## src/rtl/convolution_3x3.sv

```systemverilog
// Pipelined 3x3 convolution: MAC + bias, arithmetic shift, ReLU and saturation.
// Optional build macro CONV_ROUND_EN adds round-half-up before the shift.
module convolution_3x3 #(
    parameter int SHIFT   = 0,
    parameter int OUT_MAX = 1023
) (
    input  logic        clk,
    input  logic        rst,
    input  logic        in_valid,
    input  logic [71:0] input_patch,
    input  logic [71:0] kernel,
    input  logic [7:0]  bias,
    output logic        out_valid,
    output logic [9:0]  output_pixel
);

    // Handshake: valid-only stream. A beat is taken on every edge where in_valid=1;
    // there is no ready, and out_valid pulses for one cycle per result after a fixed latency.

    localparam int RSH = (SHIFT > 0) ? SHIFT - 1 : 0;
`ifdef CONV_ROUND_EN
    localparam logic signed [23:0] RND = (SHIFT > 0) ? (24'sd1 <<< RSH) : 24'sd0;
`else
    localparam logic signed [23:0] RND = 24'sd0;
`endif
    localparam logic signed [23:0] MAX_S = 24'(OUT_MAX);

    logic signed [16:0] prod_d [9];
    logic signed [16:0] prod_q [9];
    logic signed [7:0]  bias1_q;
    logic signed [7:0]  bias2_q;
    logic signed [19:0] row_q  [3];
    logic signed [23:0] sum_q;
    logic signed [23:0] shifted;
    logic        [9:0]  clamp_d;
    logic               v1_q;
    logic               v2_q;
    logic               v3_q;

    always_comb begin
        for (int i = 0; i < 9; i++) begin
            prod_d[i] = $signed({9'd0, input_patch[i*8 +: 8]}) *
                        $signed({{9{kernel[i*8+7]}}, kernel[i*8 +: 8]});
        end
    end

    // Stage 1: products; input fields are only captured on valid beats.
    always_ff @(posedge clk) begin
        if (rst) begin
            v1_q    <= 1'b0;
            bias1_q <= '0;
            for (int i = 0; i < 9; i++) prod_q[i] <= '0;
        end else begin
            v1_q <= in_valid;
            if (in_valid) begin
                bias1_q <= bias;
                for (int i = 0; i < 9; i++) prod_q[i] <= prod_d[i];
            end
        end
    end

    // Stage 2: row partial sums, bias carried alongside.
    always_ff @(posedge clk) begin
        if (rst) begin
            v2_q    <= 1'b0;
            bias2_q <= '0;
            for (int r = 0; r < 3; r++) row_q[r] <= '0;
        end else begin
            v2_q <= v1_q;
            if (v1_q) begin
                bias2_q <= bias1_q;
                for (int r = 0; r < 3; r++) begin
                    row_q[r] <= 20'(prod_q[r*3]) + 20'(prod_q[r*3+1]) + 20'(prod_q[r*3+2]);
                end
            end
        end
    end

    // Stage 3: full biased sum (with rounding offset when enabled).
    always_ff @(posedge clk) begin
        if (rst) begin
            v3_q  <= 1'b0;
            sum_q <= '0;
        end else begin
            v3_q <= v2_q;
            if (v2_q) begin
                sum_q <= 24'(row_q[0]) + 24'(row_q[1]) + 24'(row_q[2]) + 24'(bias2_q) + RND;
            end
        end
    end

    always_comb begin
        shifted = sum_q >>> SHIFT;
        clamp_d = shifted[9:0];
        if (shifted < 24'sd0) begin
            clamp_d = 10'd0;
        end else if (shifted > MAX_S) begin
            clamp_d = 10'(OUT_MAX);
        end
    end

    // Output register holds its value between results.
    always_ff @(posedge clk) begin
        if (rst) begin
            out_valid    <= 1'b0;
            output_pixel <= '0;
        end else begin
            out_valid <= v3_q;
            if (v3_q) output_pixel <= clamp_d;
        end
    end

endmodule

```

## config.mk

```make
export PLATFORM = sky130hd
export DESIGN_NAME = convolution_3x3
export DESIGN_NICKNAME = d
export VERILOG_FILES = /design/src/rtl/convolution_3x3.sv
export SDC_FILE = /design/constraint.sdc
export NUM_CORES = 2
export LEC_CHECK = 0
export ABC_AREA = 0
export CAP_MARGIN = 40
export CORE_MARGIN = 2
export CORE_UTILIZATION = 25
export CTS_CLUSTER_DIAMETER = 60
export DETAILED_ROUTE_END_ITERATION = 6
export GPL_TIMING_DRIVEN = 0
export MAX_ROUTING_LAYER = met4
export PLACE_DENSITY = 0.49
export SLEW_MARGIN = 10
export SYNTH_ARGS = -nofsm -noshare
export SYNTH_HDL_FRONTEND = slang
export SYNTH_SLANG_ARGS = --single-unit
```

## constraint.sdc

```tcl
create_clock -name clk -period 7.9 [get_ports clk]
set_clock_uncertainty 0.1 [all_clocks]
set_input_delay 1.975 -clock clk [delete_from_list [all_inputs] [get_ports clk]]
set_output_delay 1.975 -clock clk [all_outputs]
set_load 0.05 [all_outputs]
```

==> impl_metrics.py <==
metrics = {
    "run_status": {
        "outcome": "completed",
    },
    "cells_and_area": {
        "final_layout_size_suffix_gt1_share_pct": 2.47,
        "final_cell_mix": "569 x inv_1, 459 x ha_1, 426 x fa_1",
        "layout.cells.non_filler": 5453,
        "area_delta_synth_final_pct": 15.1,
        "post-route-util_pct": 29.1,
        "layout.nets": 4700,
        "num-fill-cells": 14200,
        "final_common_cell": "inv_1",
    },
    "logic_synthesis": {
        "ys_async_sr_fraction_pct": 0,
        "synth-compound-area-share_pct": 7.63,
        "ys_ff_latch": 263,
        "ys_warn_count": 0,
        "synth_top_area_share_pct": 25.2,
        "synthDistinctLibCells": 65,
        "synthAdderAreaFrac_pct": 42.2,
        "synth_area_mm2": 0.0338,
        "synth_top_family_by_area": "adder cells",
        "syn-num-nets": 4491,
        "syn_area_per_cell_um2": 9.79,
        "synth_cells": 3451,
        "yosysSeqAreaShare_pct": 21.8,
        "yosys.area_share.simple_pct": 17.5,
        "muxShareOfSynthArea_pct": 1.27,
        "synth_edf_count": 210,
        "yosys.area.top_type": "fa_1",
        "synth_xor_xnor_area_share_pct": 2.64,
        "synthTopCellsByArea": "fa_1 25%, edfxtp_1 19%, ha_1 17%",
        "dominantRegCellSynth": "edfxtp_1",
    },
    "worst_setup_path": {
        "cp.required_ns": 8.08,
        "max_stage_delay_ns": 0.64,
        "cp_top_family": "adder cells",
        "cp_slowest_cell": "clkdlybuf4s50_1",
        "critPathCaptureType": "flip-flop",
        "worst_setup_path_start_kind": "input pin",
        "crit_start": "kernel[39]",
        "r2r_slack_ns": 3.65,
        "crit_type": "in2reg",
        "r2r_end": "shifted[18]$_SDFFE_PP0P_",
        "path_max_fanout": 6,
        "worstRegToRegCells": 12,
        "cp_num_buf_inv": 4,
        "cpMostUsedCell": "fa_1",
        "crit_chain": "clkdlybuf4s50_1, inv_1, nor2_1, fa_1, fa_1, fa_1, inv_1, fa_1, inv_1, ha_1, o21ai_0, a21oi_1, o41ai_1, o22ai_1, mux2i_1, nand3_1",
        "worstPathArrival_ns": 6.84,
        "reg2reg_from": "row_q[0][22]$_SDFFCE_PN0P_",
    },
    "global_routing": {
        "grt_antenna_before_repair": 7,
        "grt_first_pass_wirelength_um": 139000,
        "grt_max_degree": 61,
        "grt_overflow": 0,
        "grt_pass1_vias": 24800,
        "grtUsageTotal_pct": 13.1,
    },
    "die": {
        "core_area_mm2": 0.134,
        "dieArea_mm2": 0.138,
        "num_rows": 134,
        "initial_utilization_pct": 25.2,
        "die_width_um": 372,
        "die_h_um": 372,
        "ios": 166,
    },
    "run": {
        "maxCapViolations": 0,
    },
    "cts": {
        "post_cts_buffers": 0,
        "clk_pin_slew_worst_paths_ns": 0.06,
        "post_cts_resized": 0,
        "clock-sinks": 263,
        "cts_buffers": 34,
        "cts_hold_buffers": 0,
        "root_buffer": "clkbuf_16",
        "cts_max_path_buffers": 3,
        "htree_levels": 2,
        "cts_tree": "built",
        "worstSkewPairLatency_ns": 0.55,
    },
    "worst_hold_path": {
        "hold-path-endpoint": "shifted[11]$_SDFFE_PP0P_",
        "holdCritPathClass": "reg2reg",
        "min_path_cells": 2,
        "min_from": "shifted[11]$_SDFFE_PP0P_",
    },
    "drt": {
        "wl_um": 86800,
        "met1_length_um": 40900,
        "antenna_left": 0,
        "drt_iter0_drc": 1222,
        "via_per_inst": 4.39,
        "drt_first_pass_iters": 7,
        "num_vias": 24000,
        "remaining_drc_errors": 0,
        "dr_wl_met3_um": 2640,
        "wl_per_cell_um": 15.9,
        "routed-wl-met2_um": 42000,
        "maxUsedRoutingLayer": "met4",
    },
    "placed_design": {
        "place_hpwl_um": 71700,
        "place.gp.congestion": 0.816,
        "io_buffer_count": 164,
        "place_inst": 5392,
    },
    "power": {
        "pwr_density_cell_mw_per_mm2": 254,
        "power_switching_mw": 4.48,
        "power_leakage_nw": 17.7,
        "p_seq_share_pct": 20.6,
        "p_total_mw": 9.88,
        "clockPowerShare_pct": 15.0,
        "intPower_mw": 5.41,
        "combPwrFrac_pct": 64.4,
        "vdd_drop_max_uv": 139,
        "swShare_pct": 45.3,
    },
    "timing": {
        "rsz0062_at_grt": "no",
        "finalSetupTns_ns": 0,
        "max_slew.worst_pin.slew_ns": 0.837,
        "fin_crit_ns": 6.66,
        "hold_violations": 0,
        "setup_viol": 0,
        "relSlewSlack_pct": 44.2,
        "fin_crit_sh_pct": 84.4,
        "slew_viol_final": 0,
        "fmax_mhz": 150,
    },
}
## cells by family (layout without fill, tap and decap cells)
group                    count (synthesis)  in the layout
multiplexers                            43             43
buffers and inverters                  615            847
XOR/XNOR                               102            102
AND/OR/NAND/NOR                       1147           1147
other                                    0              2
flip-flops                             263            263
AO/OA/AOI/OAI                          396            396
adder cells (fa/ha/maj)                885            885
## worst reg2reg max path: stages, from the launching register on
cell,delay (ns)
edfxtp_1,0.42
inv_1,0.10
fa_1,0.43
fa_1,0.57
inv_1,0.06
ha_1,0.30
a211oi_1,0.35
nor2_1,0.16
o31ai_1,0.37
o22ai_1,0.27
a311oi_1,0.53
mux2i_1,0.32
o21ai_0,0.12
## cell type report
| class | instances | area, um2 | area share, % |
|---|---|---|---|
| Tap cell | 1768 | 2210 | 5.69 |
| Inverter | 569 | 2140 | 5.49 |
| Multi-Input combinational cell | 2573 | 24100 | 62.0 |
| Sequential cell | 263 | 7370 | 19.0 |
| Clock buffer | 43 | 937 | 2.41 |
| Buffer | 46 | 183 | 0.470 |
| Antenna cell | 2 | 5.00 | 0.0129 |
| Timing Repair Buffer | 173 | 1790 | 4.62 |
| Clock inverter | 16 | 129 | 0.332 |
## sequential cells by signal, indices dropped and copies added (netlist names)
signal,cells
bias1_q,8
bias2_q,8
out_valid,1
output_pixel,10
prod_q,153
row_q,57
shifted,23
v1_q,1
v2_q,1
v3_q,1
## cell usage after synthesis (all sizes together), types with 50 or more instances
cell,n
dfxtp,53
a21oi,113
o21ai,90
inv,569
nor2,274
and2,405
xnor2,51
fa,426
nand2b,52
xor2,51
ha,459
nand2,191
edfxtp,210
nor3,50
## worst max-delay path by stage
stage	cells after the start	end	slack (ns)
6_report	16	prod_q[0][84]$_SDFFCE_PN0P_	1.24
5_1_grt	16	prod_q[0][84]$_SDFFCE_PN0P_	0.99
4_1_cts	16	prod_q[0][84]$_SDFFCE_PN0P_	1.27
3_5_place_dp	16	prod_q[0][84]$_SDFFCE_PN0P_	0.70
3_3_place_gp	15	prod_q[0][133]$_SDFFCE_PN0P_	0.69
2_1_floorplan	14	prod_q[0][83]$_SDFFCE_PN0P_	1.80
## metal layers
layer	up-vias	global-route usage, %
met5	-	-
met3	80	1.21
li1	11700	-
met2	321	21.8
met1	11800	17.6
met4	0	2.33
## metrics by stage
stage	area (um2)	setup WS [ns]	hold WS [ns]
2_1_floorplan	33800	1.80	0.341
3_3_place_gp	37600	0.687	0.349
3_5_place_dp	37800	0.702	0.355
4_1_cts	38900	1.27	0.363
5_1_grt	38900	0.993	0.388
6_report	38900	1.24	0.363
## power by group through the flow
stage               clock [mW]  sequential (mW)  combinational [mW]
floorplan                    0             2.00                4.71
global placement             0             2.08                6.40
detailed placement           0             2.07                6.41
CTS                       1.52             2.05                6.47
global route              1.57             2.07                7.32
finish                    1.49             2.03                6.36
Note: power is estimated with default switching activity, not from simulation.
